$ cat config.mk
export PLATFORM = sky130hd
export DESIGN_NAME = mem_access_unit_flat
export DESIGN_NICKNAME = d
export VERILOG_FILES = /design/src/rtl/mem_access_unit_if.sv /design/src/rtl/mem_access_unit.sv /design/src/flat_wrapper.sv
export SDC_FILE = /design/constraint.sdc
export NUM_CORES = 1
export LEC_CHECK = 0
export CAP_MARGIN = 25
export CORE_MARGIN = 2
export CORE_UTILIZATION = 48
export DETAILED_ROUTE_END_ITERATION = 10
export HOLD_SLACK_MARGIN = 0.05
export PLACE_DENSITY = 0.83
export SLEW_MARGIN = 15
export SYNTH_ARGS = -nofsm -noshare
export SYNTH_HDL_FRONTEND = slang
export SYNTH_SLANG_ARGS = --single-unit
$ cat constraint.sdc
create_clock -name clk_i -period 3.1 [get_ports clk_i]
set_clock_uncertainty 0.2 [all_clocks]
set_input_delay 0.62 -clock clk_i [delete_from_list [all_inputs] [get_ports clk_i]]
set_output_delay 0.62 -clock clk_i [all_outputs]
set_load 0.02 [all_outputs]
$ cat src/rtl/mem_access_unit_if.sv
// Request/response and word-memory signals of the memory-access stage.
// The slave modport is the unit's view. The master modport is the execute stage and memory side.
interface mem_access_unit_if #(
    parameter int unsigned DW = 32,
    parameter int unsigned AW = 5
);
    logic          valid_i;
    logic          we_i;
    logic [2:0]    funct3_i;
    logic [DW-1:0] addr_i;
    logic [DW-1:0] wdata_i;
    logic          busy_o;
    logic          done_o;
    logic          err_o;
    logic [DW-1:0] load_data_o;
    logic [AW-1:0] mem_addr_o;
    logic          mem_rd_en_o;
    logic          mem_wr_en_o;
    logic [DW-1:0] mem_wdata_o;
    logic [DW-1:0] mem_rdata_i;

    modport slave (
        input  valid_i, we_i, funct3_i, addr_i, wdata_i, mem_rdata_i,
        output busy_o, done_o, err_o, load_data_o, mem_addr_o, mem_rd_en_o, mem_wr_en_o,
               mem_wdata_o
    );

    modport master (
        output valid_i, we_i, funct3_i, addr_i, wdata_i, mem_rdata_i,
        input  busy_o, done_o, err_o, load_data_o, mem_addr_o, mem_rd_en_o, mem_wr_en_o,
               mem_wdata_o
    );
endinterface

$ cat src/rtl/mem_access_unit.sv
// Byte-addressed RISC-V load/store front end for a word-wide memory clocked on the negedge.
// Sub-word stores are done as read-modify-write.
module mem_access_unit #(
    parameter int unsigned DW = 32,
    parameter int unsigned AW = 5
) (
    input  logic                clk_i,
    input  logic                rst_i,
    mem_access_unit_if.slave    bus
);
    typedef enum logic [1:0] {StIdle, StLd, StStRd, StStWr} state_e;

    state_e        state_q, state_d;
    logic          busy_q, busy_d;
    logic          done_q, done_d;
    logic          err_q, err_d;
    logic [DW-1:0] load_data_q, load_data_d;
    logic [AW-1:0] mem_addr_q, mem_addr_d;
    logic          rd_en_q, rd_en_d;
    logic          wr_en_q, wr_en_d;
    logic [DW-1:0] mem_wdata_q, mem_wdata_d;
    logic [DW-1:0] st_data_q, st_data_d;
    logic [1:0]    off_q, off_d;
    logic [2:0]    f3_q, f3_d;

    logic          req_err;
    logic [4:0]    sh;
    logic [DW-1:0] lane, mask, merged, ext;

    // Request legality, evaluated against the live inputs in idle.
    always_comb begin
        req_err = 1'b0;
        unique case (bus.funct3_i)
            3'b000, 3'b010:  req_err = 1'b0;
            3'b001:          req_err = bus.addr_i[0];
            3'b100, 3'b101:  req_err = bus.we_i | (bus.funct3_i[0] & bus.addr_i[0]);
            default:         req_err = 1'b1;
        endcase
        if (bus.funct3_i == 3'b010 && bus.addr_i[1:0] != 2'b00) req_err = 1'b1;
        if (bus.addr_i[DW-1:AW+2] != '0) req_err = 1'b1;
    end

    // Lane extraction for loads and lane merge for sub-word stores.
    always_comb begin
        sh   = {off_q, 3'b000};
        lane = bus.mem_rdata_i >> sh;
        if (f3_q[0]) begin
            mask = {{(DW-16){1'b0}}, 16'hFFFF} << sh;
            ext  = {{(DW-16){lane[15] & ~f3_q[2]}}, lane[15:0]};
        end else begin
            mask = {{(DW-8){1'b0}}, 8'hFF} << sh;
            ext  = {{(DW-8){lane[7] & ~f3_q[2]}}, lane[7:0]};
        end
        if (f3_q[1:0] == 2'b10) ext = bus.mem_rdata_i;
        merged = (bus.mem_rdata_i & ~mask) | ((st_data_q << sh) & mask);
    end

    always_comb begin
        state_d     = state_q;
        done_d      = 1'b0;
        err_d       = 1'b0;
        load_data_d = load_data_q;
        mem_addr_d  = mem_addr_q;
        rd_en_d     = rd_en_q;
        wr_en_d     = wr_en_q;
        mem_wdata_d = mem_wdata_q;
        st_data_d   = st_data_q;
        off_d       = off_q;
        f3_d        = f3_q;
        unique case (state_q)
            StIdle: begin
                if (bus.valid_i) begin
                    if (req_err) begin
                        done_d = 1'b1;
                        err_d  = 1'b1;
                    end else begin
                        mem_addr_d = bus.addr_i[AW+1:2];
                        off_d      = bus.addr_i[1:0];
                        f3_d       = bus.funct3_i;
                        if (!bus.we_i) begin
                            rd_en_d = 1'b1;
                            state_d = StLd;
                        end else if (bus.funct3_i == 3'b010) begin
                            wr_en_d     = 1'b1;
                            mem_wdata_d = bus.wdata_i;
                            state_d     = StStWr;
                        end else begin
                            rd_en_d   = 1'b1;
                            st_data_d = bus.wdata_i;
                            state_d   = StStRd;
                        end
                    end
                end
            end
            StLd: begin
                rd_en_d     = 1'b0;
                load_data_d = ext;
                done_d      = 1'b1;
                state_d     = StIdle;
            end
            StStRd: begin
                rd_en_d     = 1'b0;
                wr_en_d     = 1'b1;
                mem_wdata_d = merged;
                state_d     = StStWr;
            end
            StStWr: begin
                wr_en_d = 1'b0;
                done_d  = 1'b1;
                state_d = StIdle;
            end
            default: state_d = StIdle;
        endcase
        busy_d = (state_d != StIdle);
    end

    always_ff @(posedge clk_i or negedge rst_i) begin
        if (!rst_i) begin
            state_q     <= StIdle;
            busy_q      <= 1'b0;
            done_q      <= 1'b0;
            err_q       <= 1'b0;
            load_data_q <= '0;
            mem_addr_q  <= '0;
            rd_en_q     <= 1'b0;
            wr_en_q     <= 1'b0;
            mem_wdata_q <= '0;
            st_data_q   <= '0;
            off_q       <= '0;
            f3_q        <= '0;
        end else begin
            state_q     <= state_d;
            busy_q      <= busy_d;
            done_q      <= done_d;
            err_q       <= err_d;
            load_data_q <= load_data_d;
            mem_addr_q  <= mem_addr_d;
            rd_en_q     <= rd_en_d;
            wr_en_q     <= wr_en_d;
            mem_wdata_q <= mem_wdata_d;
            st_data_q   <= st_data_d;
            off_q       <= off_d;
            f3_q        <= f3_d;
        end
    end

    assign bus.busy_o      = busy_q;
    assign bus.done_o      = done_q;
    assign bus.err_o       = err_q;
    assign bus.load_data_o = load_data_q;
    assign bus.mem_addr_o  = mem_addr_q;
    assign bus.mem_rd_en_o = rd_en_q;
    assign bus.mem_wr_en_o = wr_en_q;
    assign bus.mem_wdata_o = mem_wdata_q;
endmodule

$ cat src/flat_wrapper.sv
// flat-port wrapper written by rule: the top's interface ports become plain ports
module mem_access_unit_flat 
#(
    parameter int unsigned DW = 32,
    parameter int unsigned AW = 5
)
  (clk_i, rst_i, bus_valid_i, bus_we_i, bus_funct3_i, bus_addr_i, bus_wdata_i, bus_mem_rdata_i, bus_busy_o, bus_done_o, bus_err_o, bus_load_data_o, bus_mem_addr_o, bus_mem_rd_en_o, bus_mem_wr_en_o, bus_mem_wdata_o);
  mem_access_unit_if #(.DW(DW), .AW(AW)) bus_i ();
  input  logic clk_i;
  input  logic rst_i;
  input wire logic [$bits(bus_i.valid_i)-1:0] bus_valid_i;
  input wire logic [$bits(bus_i.we_i)-1:0] bus_we_i;
  input wire logic [$bits(bus_i.funct3_i)-1:0] bus_funct3_i;
  input wire logic [$bits(bus_i.addr_i)-1:0] bus_addr_i;
  input wire logic [$bits(bus_i.wdata_i)-1:0] bus_wdata_i;
  input wire logic [$bits(bus_i.mem_rdata_i)-1:0] bus_mem_rdata_i;
  output wire logic [$bits(bus_i.busy_o)-1:0] bus_busy_o;
  output wire logic [$bits(bus_i.done_o)-1:0] bus_done_o;
  output wire logic [$bits(bus_i.err_o)-1:0] bus_err_o;
  output wire logic [$bits(bus_i.load_data_o)-1:0] bus_load_data_o;
  output wire logic [$bits(bus_i.mem_addr_o)-1:0] bus_mem_addr_o;
  output wire logic [$bits(bus_i.mem_rd_en_o)-1:0] bus_mem_rd_en_o;
  output wire logic [$bits(bus_i.mem_wr_en_o)-1:0] bus_mem_wr_en_o;
  output wire logic [$bits(bus_i.mem_wdata_o)-1:0] bus_mem_wdata_o;
  assign bus_i.valid_i = bus_valid_i;
  assign bus_i.we_i = bus_we_i;
  assign bus_i.funct3_i = bus_funct3_i;
  assign bus_i.addr_i = bus_addr_i;
  assign bus_i.wdata_i = bus_wdata_i;
  assign bus_i.mem_rdata_i = bus_mem_rdata_i;
  assign bus_busy_o = bus_i.busy_o;
  assign bus_done_o = bus_i.done_o;
  assign bus_err_o = bus_i.err_o;
  assign bus_load_data_o = bus_i.load_data_o;
  assign bus_mem_addr_o = bus_i.mem_addr_o;
  assign bus_mem_rd_en_o = bus_i.mem_rd_en_o;
  assign bus_mem_wr_en_o = bus_i.mem_wr_en_o;
  assign bus_mem_wdata_o = bus_i.mem_wdata_o;
  mem_access_unit #(.DW(DW), .AW(AW)) u_core (.clk_i(clk_i), .rst_i(rst_i), .bus(bus_i));
endmodule
---- Word-level counts from Yosys, hierarchy flattened ----
Index checks and enable logic that the tools add are counted.
storage, ports and cells
  word-level logic and storage cells ...... 88
  input bits .............................. 103
  register bits ........................... 113
  output and inout bits ................... 74
operators by class
  bitwise gates (word level) .............. 11
  shift operators ......................... 4
  reduce and logical (&&, ||, !) cells .... 18
  mux-type cells .......................... 30
  equality and inequality tests ........... 13
operator list
  operator                 count
  $mux W32                 7
  $and A32 B32 Y32         2
  $pmux W32 S2             1
  $not A32 Y32             1
  $or A32 B32 Y32          1
  $shl A16 B5 Y32 const A  1
  $shl A32 B5 Y32          1
  $shl A8 B5 Y32 const A   1
  $shr A32 B5 Y16          1
  $reduce_bool A25 Y1      1
  $reduce_and A5 Y1        3
  $mux W1                  14
  $reduce_bool A2 Y1       4
  $reduce_or A2 Y1         4
  $eq A2 B2 Y1 const B     3
  $eq A3 B3 Y1 const B     2
  $mux W2                  3
  $ne A2 B2 Y1 const B     3
  $pmux W1 S3              2
  $pmux W2 S3              1
  $pmux W1 S2              2
  $reduce_and A4 Y1        1
  $and A1 B1 Y1            3
  $eq A3 B1 Y1 const B     1
  other kinds (11)         13

---- Logic depth before layout (Yosys ltp) ----
Gate-level depths: netlist (run 1).
  depth in word-level cells ............... 9
  depth in mapped cells ................... 8
  mapped depth without buffers ............ 6

---- Worst setup path after synthesis (run 1) ----
Ideal clock, no wire load.
  path kind ............................... input port to flip-flop
  start ................................... input bus_addr_i[12]
  end ..................................... register u_core.st_data_q[10]
  path slack .............................. 0.674 ns
  stages .................................. 7
  data arrival time ....................... 2.098 ns
  data required time ...................... 2.773 ns
  buffers on the path ..................... 2
  library setup time ...................... 0.127 ns
  cells stage by stage .................... nor4_1 -> nand3_1 -> nor4_4 -> nor2b_1 -> buf_4 -> buf_6 -> mux2_1
between the ends
  cells in the longest elaborated chain, start to end .. 4
ends and longest elaborated chain
  what                         RTL line                RTL
  start, declared              flat_wrapper.sv:14      input wire logic [$bits(bus_i.addr_i)-1:0] bus_addr_i;
  $reduce_bool A25 Y1          mem_access_unit.sv:40   if (bus.addr_i[DW-1:AW+2] != '0) req_err = 1'b1;
  $mux W1                      mem_access_unit.sv:40
  $not A1 Y1 (no line)         n/a
  $reduce_and A5 Y1 (no line)  n/a
  end signal, assigned         mem_access_unit.sv:141  st_data_q <= st_data_d;
  end, declared                mem_access_unit.sv:22   logic [DW-1:0] st_data_q, st_data_d;
Every way passes these cells.
A chain may end at the register's enable or synchronous reset.

---- Worst setup path after layout (run 1) ----
  start ................................... input bus_addr_i[12]
  end ..................................... register u_core.st_data_q[13]
The elaborated chain is that of the path after synthesis.

==> flow_summary.ini, run 1 <==
[status]
status = finished clean

[worst_setup_path]
cp-start-kind = input port
critical_path.top_delay_family = simple AND/OR/NAND/NOR gates
cp_data_required_time_ps = 3150
critPathBufInv = 2
crit_fanout = 16
crit_path_max_incr_delay_ps = 410
path_cells = clkdlybuf4s50_1 > nor4_1 > nand3_1 > nor4_4 > nor2b_1 > buf_4 > mux2_1
critPathArrivalTime_ps = 2780
crit_slowest_cell = nor4_4
crit_type = in2reg
endpoint_kind = flip-flop

[sta]
worst_slew_pin_slew_ps = 808.8
slew_headroom = 0.4608
worst_slack_ps = 368.6
max_freq_mhz = 366.1
post-route-period-util = 0.8811
setup_viol = 0
layout_min_cycle_time_ps = 2731
hold_viol = 0
rsz0062_at_grt = no
drv_slew = 0

[floorplan]
die_area_mm2 = 0.01196
die_y_um = 109.3
initial_core_util = 0.4913
fp-row-count = 38
core_area_mm2 = 0.01084
dieWidth_um = 109.3
ios = 177

[worst_hold_path]
hold_path.class = in2async

[final_layout]
layout_common_cells = clkdlybuf4s50_1 (175), dfrtp_1 (96), nor2_1 (65), mux2_2 (40), nand2_1 (38)
fin_area_mm2 = 0.007431
nNetsFinal = 808
fin_cells = 845
layout-drive-gt1-share = 0.1135
syn2layout_area_growth_pct = 39.51
final_common_cell = clkdlybuf4s50_1
antenna_cells = 0

[placement]
io_buffers = 176
gp_congestion = 0.9123
hpwlAfterDp_um = 12570
place_inst = 830
pre_cts_slack_ps = -43.60
placed_area_mm2 = 0.007249

[synthesis]
ys_seq_elements = 97
ys.flop_type = dfrtp_1
postSynthCellCount = 533
synth_area_mm2 = 0.005326
ys_types = 48
ys_async_sr_fraction = 1.000
yosysWarnings = 0
synth_nets = 640
syn_area_per_cell_um2 = 9.993
synth_enable_flop_cells = 0
yosysSeqAreaShare = 0.4557

[clocking]
htree_levels = 3
ctsResizeCount = 0
postCtsSetupBuffers = 0
cts_root_buffer = clkbuf_8
clk_pin_slew_worst_paths_ps = 90
cts_sinks = 97
tritoncts = built
cts_buffers = 9
clockBufferDepth = 2
clock_latency_ps = 360
cts_hold_buffers = 0

[global_routing]
use_met3 = 0.05691
met1_usage = 0.3898
grt_usage = 0.2830
busiest_layer = met2
grt_pass1_wl_um = 25740
use_met2 = 0.4502
antenna_found_initial = 0
grt_pass1_vias = 4883
grt_max_degree = 59
grt.overflow.total = 0

[routing]
route.vias.total = 4912
wl_um = 16340
drc = 0
drtAntennaViolNets = 0
drt_iter0_drc = 374
wl_per_cell_um = 19.33
viasPerCell = 5.813
drt_pre_antenna_iters = 6

[power_and_ir_drop]
power.total_uw = 2455
powerDensity_mw_per_mm2 = 330.4
p_leak_uw = 0.003206
ir_worst_vdd_mv = 0.2570

[job]
max_cap_viol_count = 0
-- registers in the layout (all words and copies together), names as in the netlist --
register / count
u_core.bus.busy_o: 1
u_core.bus.done_o: 1
u_core.bus.err_o: 1
u_core.bus.load_data_o: 32
u_core.bus.mem_addr_o: 5
u_core.bus.mem_rd_en_o: 1
u_core.bus.mem_wdata_o: 32
u_core.bus.mem_wr_en_o: 1
u_core.f3_q: 3
u_core.off_q: 2
u_core.st_data_q: 16
u_core.state_q: 2
-- stage by stage --
stage | TNS [ps] | utilization | hold WS [ps]
6_report | 0 | 0.6855 | 81.11
5_1_grt | 0 | 0.6855 | 119.8
4_1_cts | 0 | 0.6851 | 97.75
3_5_place_dp | -601.9 | 0.6687 | 289.4
3_3_place_gp | 0 | 0.6687 | 280.7
2_1_floorplan | 0 | - | 124.4
-- report_power, final --
| group | internal (uW) | total (uW) | switching, uW | leakage (uW) |
|---|---|---|---|---|
| Sequential | 1290 | 1300 | 10.6 | 0.00120 |
| Clock | 369 | 794 | 425 | 0.0000864 |
| Combinational | 199 | 363 | 164 | 0.00191 |
| Total | 1860 | 2450 | 600 | 0.00321 |
-- Yosys cell counts, types with 4 or more instances --
cell type	n	area share
nor4_1	5	0.0059
a31oi_1	8	0.0094
nor2_1	65	0.046
and2_1	16	0.019
mux2_2	40	0.085
o22a_1	16	0.026
mux2i_1	33	0.062
nand2_1	38	0.027
ha_1	4	0.0094
o311ai_0	8	0.013
buf_2	10	0.0094
a21oi_1	36	0.034
o21ai_0	25	0.023
mux2_1	16	0.034
a221oi_1	15	0.025
clkbuf_1	22	0.016
o221ai_1	7	0.012
nor2b_1	6	0.0070
inv_1	18	0.013
dfrtp_1	97	0.46
a22o_1	8	0.013
-- kinds of logic (layout without fill, tap and decap cells) --
| family | Yosys count | after routing | share of synthesized area |
|---|---|---|---|
| mux | 90 | 90 | 0.1846 |
| simple gates | 144 | 144 | 0.1233 |
| compound gates | 140 | 140 | 0.1795 |
| buf+inv | 58 | 230 | 0.04745 |
| flops | 97 | 97 | 0.4557 |
| fa+ha+maj | 4 | 4 | 0.009397 |
-- layer usage --
layer  vias to the layer above  routed length, um  share of wire
met5                         -                  0              0
met3                        35               1320          0.081
met2                       248               7584           0.46
met1                      2364               7058           0.43
met4                         0                372          0.023
li1                       2265                  -              -
-- path summary, 6_finish.rpt --
path	start	end	slack [ps]	depth (start not counted)
setup / recovery	bus_addr_i[12]	u_core.st_data_q[13]	370	7
hold / removal	rst_i	u_core.bus.load_data_o[11]	80	1
setup reg to reg	u_core.off_q[0]	u_core.bus.mem_wdata_o[15]	440	6
hold reg to reg	u_core.bus.load_data_o[24]	u_core.bus.load_data_o[24]	310	1
max in group asynchronous	rst_i	u_core.st_data_q[8]	1960	2
min in group clk_i	u_core.bus.load_data_o[24]	u_core.bus.load_data_o[24]	310	1
-- layout make-up --
class	count	area (um^2)
clock buffer	12	135.1
clock inverter	3	42.54
fill	856	3410
inverter	20	75.07
multi-input combinational	378	2660
sequential	97	2429
tap	140	175.2
timing repair buffer	195	1914
Power figures use the tool's default switching activity.
==> inputs of run 2 (changes only) <==
--- a/config.mk
+++ b/config.mk
@@ -7,10 +7,11 @@
 export LEC_CHECK = 0
 export CAP_MARGIN = 25
 export CORE_MARGIN = 2
-export CORE_UTILIZATION = 48
+export CORE_UTILIZATION = 42
 export DETAILED_ROUTE_END_ITERATION = 10
 export HOLD_SLACK_MARGIN = 0.05
-export PLACE_DENSITY = 0.83
+export PLACE_DENSITY = 0.77
+export SETUP_SLACK_MARGIN = 0.15
 export SLEW_MARGIN = 15
 export SYNTH_ARGS = -nofsm -noshare
 export SYNTH_HDL_FRONTEND = slang
==> constraint.sdc (replaced) <==
create_clock -name clk_i -period 2.2 [get_ports clk_i]
set_clock_uncertainty 0.2 [all_clocks]
set_input_delay 0.44 -clock clk_i [delete_from_list [all_inputs] [get_ports clk_i]]
set_output_delay 0.44 -clock clk_i [all_outputs]
set_load 0.02 [all_outputs]
==> run 2 against run 1 <==
Via count is 7.2% higher. Critical path type unchanged. Power is 57% higher. Clock-buffer cell count shrank 3. Sequential power increased by 41%. Highest routed layer unchanged. Clock power up 86%.
==> flow_summary.ini, run 2 (synthesized netlist as in run 1, its figures left out) <==
[final_layout]
multiInputGateArea_mm2 = 0.003013
ff_latch_area_mm2 = 0.002430
fin_cells = 934
layout-drive-gt1-share = 0.2760
syn2layout_area_growth_pct = 58.28
nNetsFinal = 863
nFillCells = 986
postLayoutCoreUtil = 0.6735
layout_common_cells = clkdlybuf4s50_1 (139), dfrtp_1 (95), nor2_1 (64), buf_4 (53), mux2_2 (40)
final_common_cell = clkdlybuf4s50_1

[floorplan]
die_area_mm2 = 0.01360
fp-row-count = 41
initial_core_util = 0.4255
core_area_mm2 = 0.01252
dieWidth_um = 116.6
ios = 177
die_y_um = 116.6

[placement]
gp_congestion = 0.8581
place_inst = 899
hpwlAfterDp_um = 13820
io_buffers = 176

[worst_setup_path]
critPathArrivalTime_ps = 2170
crit_type = in2reg
cp-start-kind = input port
cp_data_required_time_ps = 2240
crit_fanout = 8
endpoint_kind = flip-flop

[power_and_ir_drop]
internal_power_uw = 2863
swShare = 0.2579
powerDensity_mw_per_mm2 = 457.6
ir_worst_vdd_mv = 0.3144
p_leak_uw = 0.003670
combPwrFrac = 0.142
pwr-share-seq = 0.475
clockPowerShare = 0.384
p_sw_uw = 994.7

[global_routing]
antenna_found_initial = 1
grt_pass1_wl_um = 29860
grt_usage = 0.2974
grt_pass1_vias = 5437
met1_usage = 0.3520
grt.overflow.total = 0
use_met2 = 0.5124
grt_max_degree = 98
use_met3 = 0.07006
busiest_layer = met2

[status]
status = finished clean

[sta]
hold_viol = 0
post-route-period-util = 0.9692
hold_ws_ps = 268.2
drv_slew = 0
setup_viol = 0
rsz0062_at_grt = yes
worst_slew_pin_slew_ps = 616.7
layout_min_cycle_time_ps = 2132
slew_headroom = 0.5873
max_freq_mhz = 469.0

[routing]
drc = 0
drtAntennaViolNets = 0
route.vias.total = 5264
wl_um = 19750
drt_iter0_drc = 316
viasPerCell = 5.636
drt_pre_antenna_iters = 4
wl_per_cell_um = 21.15

[clocking]
cts_sinks = 97
tritoncts = built
cts_root_buffer = clkbuf_16
clockBufferDepth = 2
cts_buffers = 9
htree_levels = 3
clock_latency_ps = 350
clk_pin_slew_worst_paths_ps = 70

[worst_hold_path]
hold_path.class = in2reg

[job]
max_cap_viol_count = 0
-- run 2: cell types whose count changed in the layout (fill, tap and decap cells not counted), moves of 9 or more --
cell and delta:
dlygate4sd2_1 +12, clkbuf_2 +9, mux2_1 -16, clkbuf_8 -9, clkbuf_16 +13, buf_6 +10
clkdlybuf4s50_1 -36, mux2_4 +16, buf_4 +34
-- run 2: area by class of cell --
type,instances,area share
Antenna cell,1,0.0002968
Clock buffer,9,0.02671
Clock inverter,7,0.005640
Inverter,20,0.008905
Multi-Input combinational cell,379,0.3574
Sequential cell,97,0.2882
Tap cell,172,0.02553
Timing Repair Buffer,249,0.2873
-- run 2: timing repair --
item / 4_1_cts / 5_1_grt
setup endpoints to repair: 78 / 82
endpoints found under the hold margin: 97 / 0
setup buffers: 11 / 1
pin swaps: 17 / 30
gates resized for setup: 99 / 66
gates cloned: 4 / 1
hold buffers: 1 / 0
-- run 2: routing by layer --
| layer | vias up | routed length, um |
|---|---|---|
| met4 | 0 | 744 |
| li1 | 2385 | - |
| met2 | 255 | 9743 |
| met1 | 2576 | 7581 |
| met3 | 48 | 1682 |
| met5 | - | 0 |
-- run 2: worst max-delay path, cell delays in order --
cell	delay, ps
clkdlybuf4s15_1	190
a211oi_2	240
nand3_2	140
nor4_4	370
nor2b_4	290
clkbuf_16	200
mux2_4	300
-- run 2: final timing paths --
path                                              end  cells past startpoint                  startpoint  slack (ps)
max                              u_core.st_data_q[10]                      7              bus_addr_i[15]          70
min                                   u_core.off_q[1]                      4               bus_addr_i[1]         270
max reg2reg                      u_core.st_data_q[10]                      7           u_core.state_q[0]         160
min reg2reg                u_core.bus.load_data_o[29]                      1  u_core.bus.load_data_o[29]         300
max in group asynchronous             u_core.off_q[0]                      3                       rst_i         880
min in group asynchronous  u_core.bus.load_data_o[26]                      3                       rst_i         470
-- run 2: power by group through the flow --
stage,Sequential (uW),Combinational [uW],Clock (uW)
5_1_grt,1840,581,1560
3_3_place_gp,1860,533,0
3_5_place_dp,1870,542,0
2_1_floorplan,1910,90.3,0
6_report,1830,546,1480
4_1_cts,1830,535,1500
-- run 2: metrics by stage --
stage	power [uW]	worst slack (ps)	TNS [ps]	cell area (um^2)
2_1_floorplan	1999	15.33	0	5419
3_3_place_gp	2398	-635.8	-37170	7690
3_5_place_dp	2408	-725.7	-41760	7690
4_1_cts	3868	39.18	0	8274
5_1_grt	3981	39.14	0	8428
6_report	3858	67.80	0	8431
==> inputs of run 3 (changes only) <==
--- a/config.mk
+++ b/config.mk
@@ -7,12 +7,12 @@
 export LEC_CHECK = 0
 export CAP_MARGIN = 25
 export CORE_MARGIN = 2
-export CORE_UTILIZATION = 42
+export CORE_UTILIZATION = 48
 export DETAILED_ROUTE_END_ITERATION = 10
 export HOLD_SLACK_MARGIN = 0.05
-export PLACE_DENSITY = 0.77
+export PLACE_DENSITY = 0.83
 export SETUP_SLACK_MARGIN = 0.15
-export SLEW_MARGIN = 15
+export SLEW_MARGIN = 0
 export SYNTH_ARGS = -nofsm -noshare
 export SYNTH_HDL_FRONTEND = slang
 export SYNTH_SLANG_ARGS = --single-unit
==> constraint.sdc (replaced) <==
create_clock -name clk_i -period 2.5 [get_ports clk_i]
set_clock_uncertainty 0.2 [all_clocks]
set_input_delay 0.5 -clock clk_i [delete_from_list [all_inputs] [get_ports clk_i]]
set_output_delay 0.5 -clock clk_i [all_outputs]
set_load 0.02 [all_outputs]
==> run 3 against run 2 <==
Setup slack better by 120 ps. Highest routed layer unchanged. Largest cell class unchanged. Utilization up 5.1 points. Clock power down 20%. Final cell count down 6.9%. Die area down 12%. Largest power group unchanged.
==> flow_summary.ini, run 3 (synthesized netlist as in run 1, its figures left out) <==
[status]
status = finished clean

[final_layout]
fin_area_mm2 = 0.007850
nFillCells = 776
multiInputGateArea_mm2 = 0.002801
ff_latch_area_mm2 = 0.002429
antenna_cells = 0
layout_common_cells = clkdlybuf4s50_1 (162), dfrtp_1 (96), nor2_1 (65), mux2_2 (40), nand2_1 (38)
nNetsFinal = 832
layout-drive-gt1-share = 0.1822
syn2layout_area_growth_pct = 47.38
final_common_cell = clkdlybuf4s50_1

[global_routing]
grt_pass1_vias = 5143
grt_usage = 0.2984
antenna_found_initial = 0
grt.overflow.total = 0
grt_pass1_wl_um = 27010
grt_max_degree = 59

[clocking]
htree_levels = 3
cts_sinks = 97
cts_buffers = 9
clockBufferDepth = 2
clk_pin_slew_worst_paths_ps = 100
tritoncts = built
clock_latency_ps = 380
cts_root_buffer = clkbuf_8

[worst_setup_path]
path_cells = clkdlybuf4s50_1 > nor4_1 > nand3_1 > nor4_4 > nor2b_4 > buf_8 > mux2_4
critPathBufInv = 2
cp_data_required_time_ps = 2570
critPathArrivalTime_ps = 2380
crit_slowest_cell = clkdlybuf4s50_1
crit_type = in2reg
cp-start-kind = input port
crit_path_max_incr_delay_ps = 420
crit_fanout = 8
endpoint_kind = flip-flop
critical_path.top_delay_family = simple AND/OR/NAND/NOR gates

[sta]
slew_headroom = 0.5910
hold_viol = 0
drv_slew = 0
worst_slew_pin_slew_ps = 612.8
max_freq_mhz = 432.7
layout_min_cycle_time_ps = 2311
setup_viol = 0
rsz0062_at_grt = yes
tns_ps = 0
post-route-period-util = 0.9243

[floorplan]
initial_core_util = 0.4913
die_y_um = 109.3
ios = 177
dieWidth_um = 109.3
core_area_mm2 = 0.01084
fp-row-count = 38
die_area_mm2 = 0.01196

[routing]
drc = 0
wl_per_cell_um = 19.91
viasPerCell = 5.859
drtAntennaViolNets = 0
route.vias.total = 5097
wl_um = 17320
drt_iter0_drc = 403
drt_pre_antenna_iters = 5

[placement]
hpwlAfterDp_um = 12900
io_buffers = 176
placed_area_mm2 = 0.007417
gp_congestion = 0.9728

[job]
max_cap_viol_count = 0

[power_and_ir_drop]
ir_worst_vdd_mv = 0.2753
powerDensity_mw_per_mm2 = 416.6
p_leak_uw = 0.003432

[worst_hold_path]
hold_path.class = in2reg
## run 3: path summary, 6_finish.rpt
kind / slack (ps) / cells past startpoint / end / start
hold / removal: 300 / 2 / u_core.off_q[0] / bus_addr_i[0]
min in group asynchronous: 420 / 2 / u_core.bus.load_data_o[9] / rst_i
hold reg to reg: 310 / 1 / u_core.bus.load_data_o[24] / u_core.bus.load_data_o[24]
setup reg to reg: 210 / 6 / u_core.bus.load_data_o[26] / u_core.off_q[0]
setup / recovery: 190 / 7 / u_core.st_data_q[6] / bus_addr_i[28]
max in group asynchronous: 1040 / 3 / u_core.bus.mem_wdata_o[5] / rst_i
## run 3: layout make-up
class | count | area share
Sequential cell | 97 | 0.3094
Multi-Input combinational cell | 379 | 0.3569
Clock buffer | 9 | 0.01578
Clock inverter | 7 | 0.01355
Tap cell | 140 | 0.02231
Inverter | 20 | 0.009563
Timing Repair Buffer | 218 | 0.2726
## run 3: per-layer routing
layer | vias to the layer above | GRT usage | wire length [um]
li1 | 2308 | - | -
met1 | 2477 | 0.4025 | 7180
met2 | 275 | 0.4793 | 8250
met3 | 37 | 0.05335 | 1425
met4 | 0 | 0.1166 | 467
met5 | - | 0 | 0
## run 3: timing repair
item / CTS / global route
pin swaps: 9 / 8
endpoints found under the hold margin: 36 / 0
hold buffers: 1 / 0
setup endpoints to repair: 53 / 53
gates resized for setup: 35 / 15
gates cloned: 2 / 0
setup buffers: 0 / 2
## run 3: per-stage QoR
stage                     hold slack (ps)    util  std cells  worst slack [ps]  power (uW)
after global placement              278.8  0.6842        849            -401.7        2089
after global routing                305.2  0.7241        870             130.8        3379
after floorplan                     4.409       -        533             194.5        1757
after CTS                           312.8  0.7175        868             152.1        3275
after detailed placement            290.3  0.6842        849            -494.6        2098
final                               295.7  0.7241        870             189.2        3270
## run 3: report_power, final
| group | switching (uW) | internal, uW | leakage, uW |
|---|---|---|---|
| Clock | 609 | 583 | 0.000117 |
| Sequential | 13.7 | 1600 | 0.00120 |
| Combinational | 215 | 252 | 0.00211 |
## run 3: worst register-to-register path: stages, from the launching register on
cell and delay [ps]:
dfrtp_2 600, mux4_2 570, nand2_1 100, a21boi_0 210, o21ai_1 120, buf_12 200
o22a_1 180
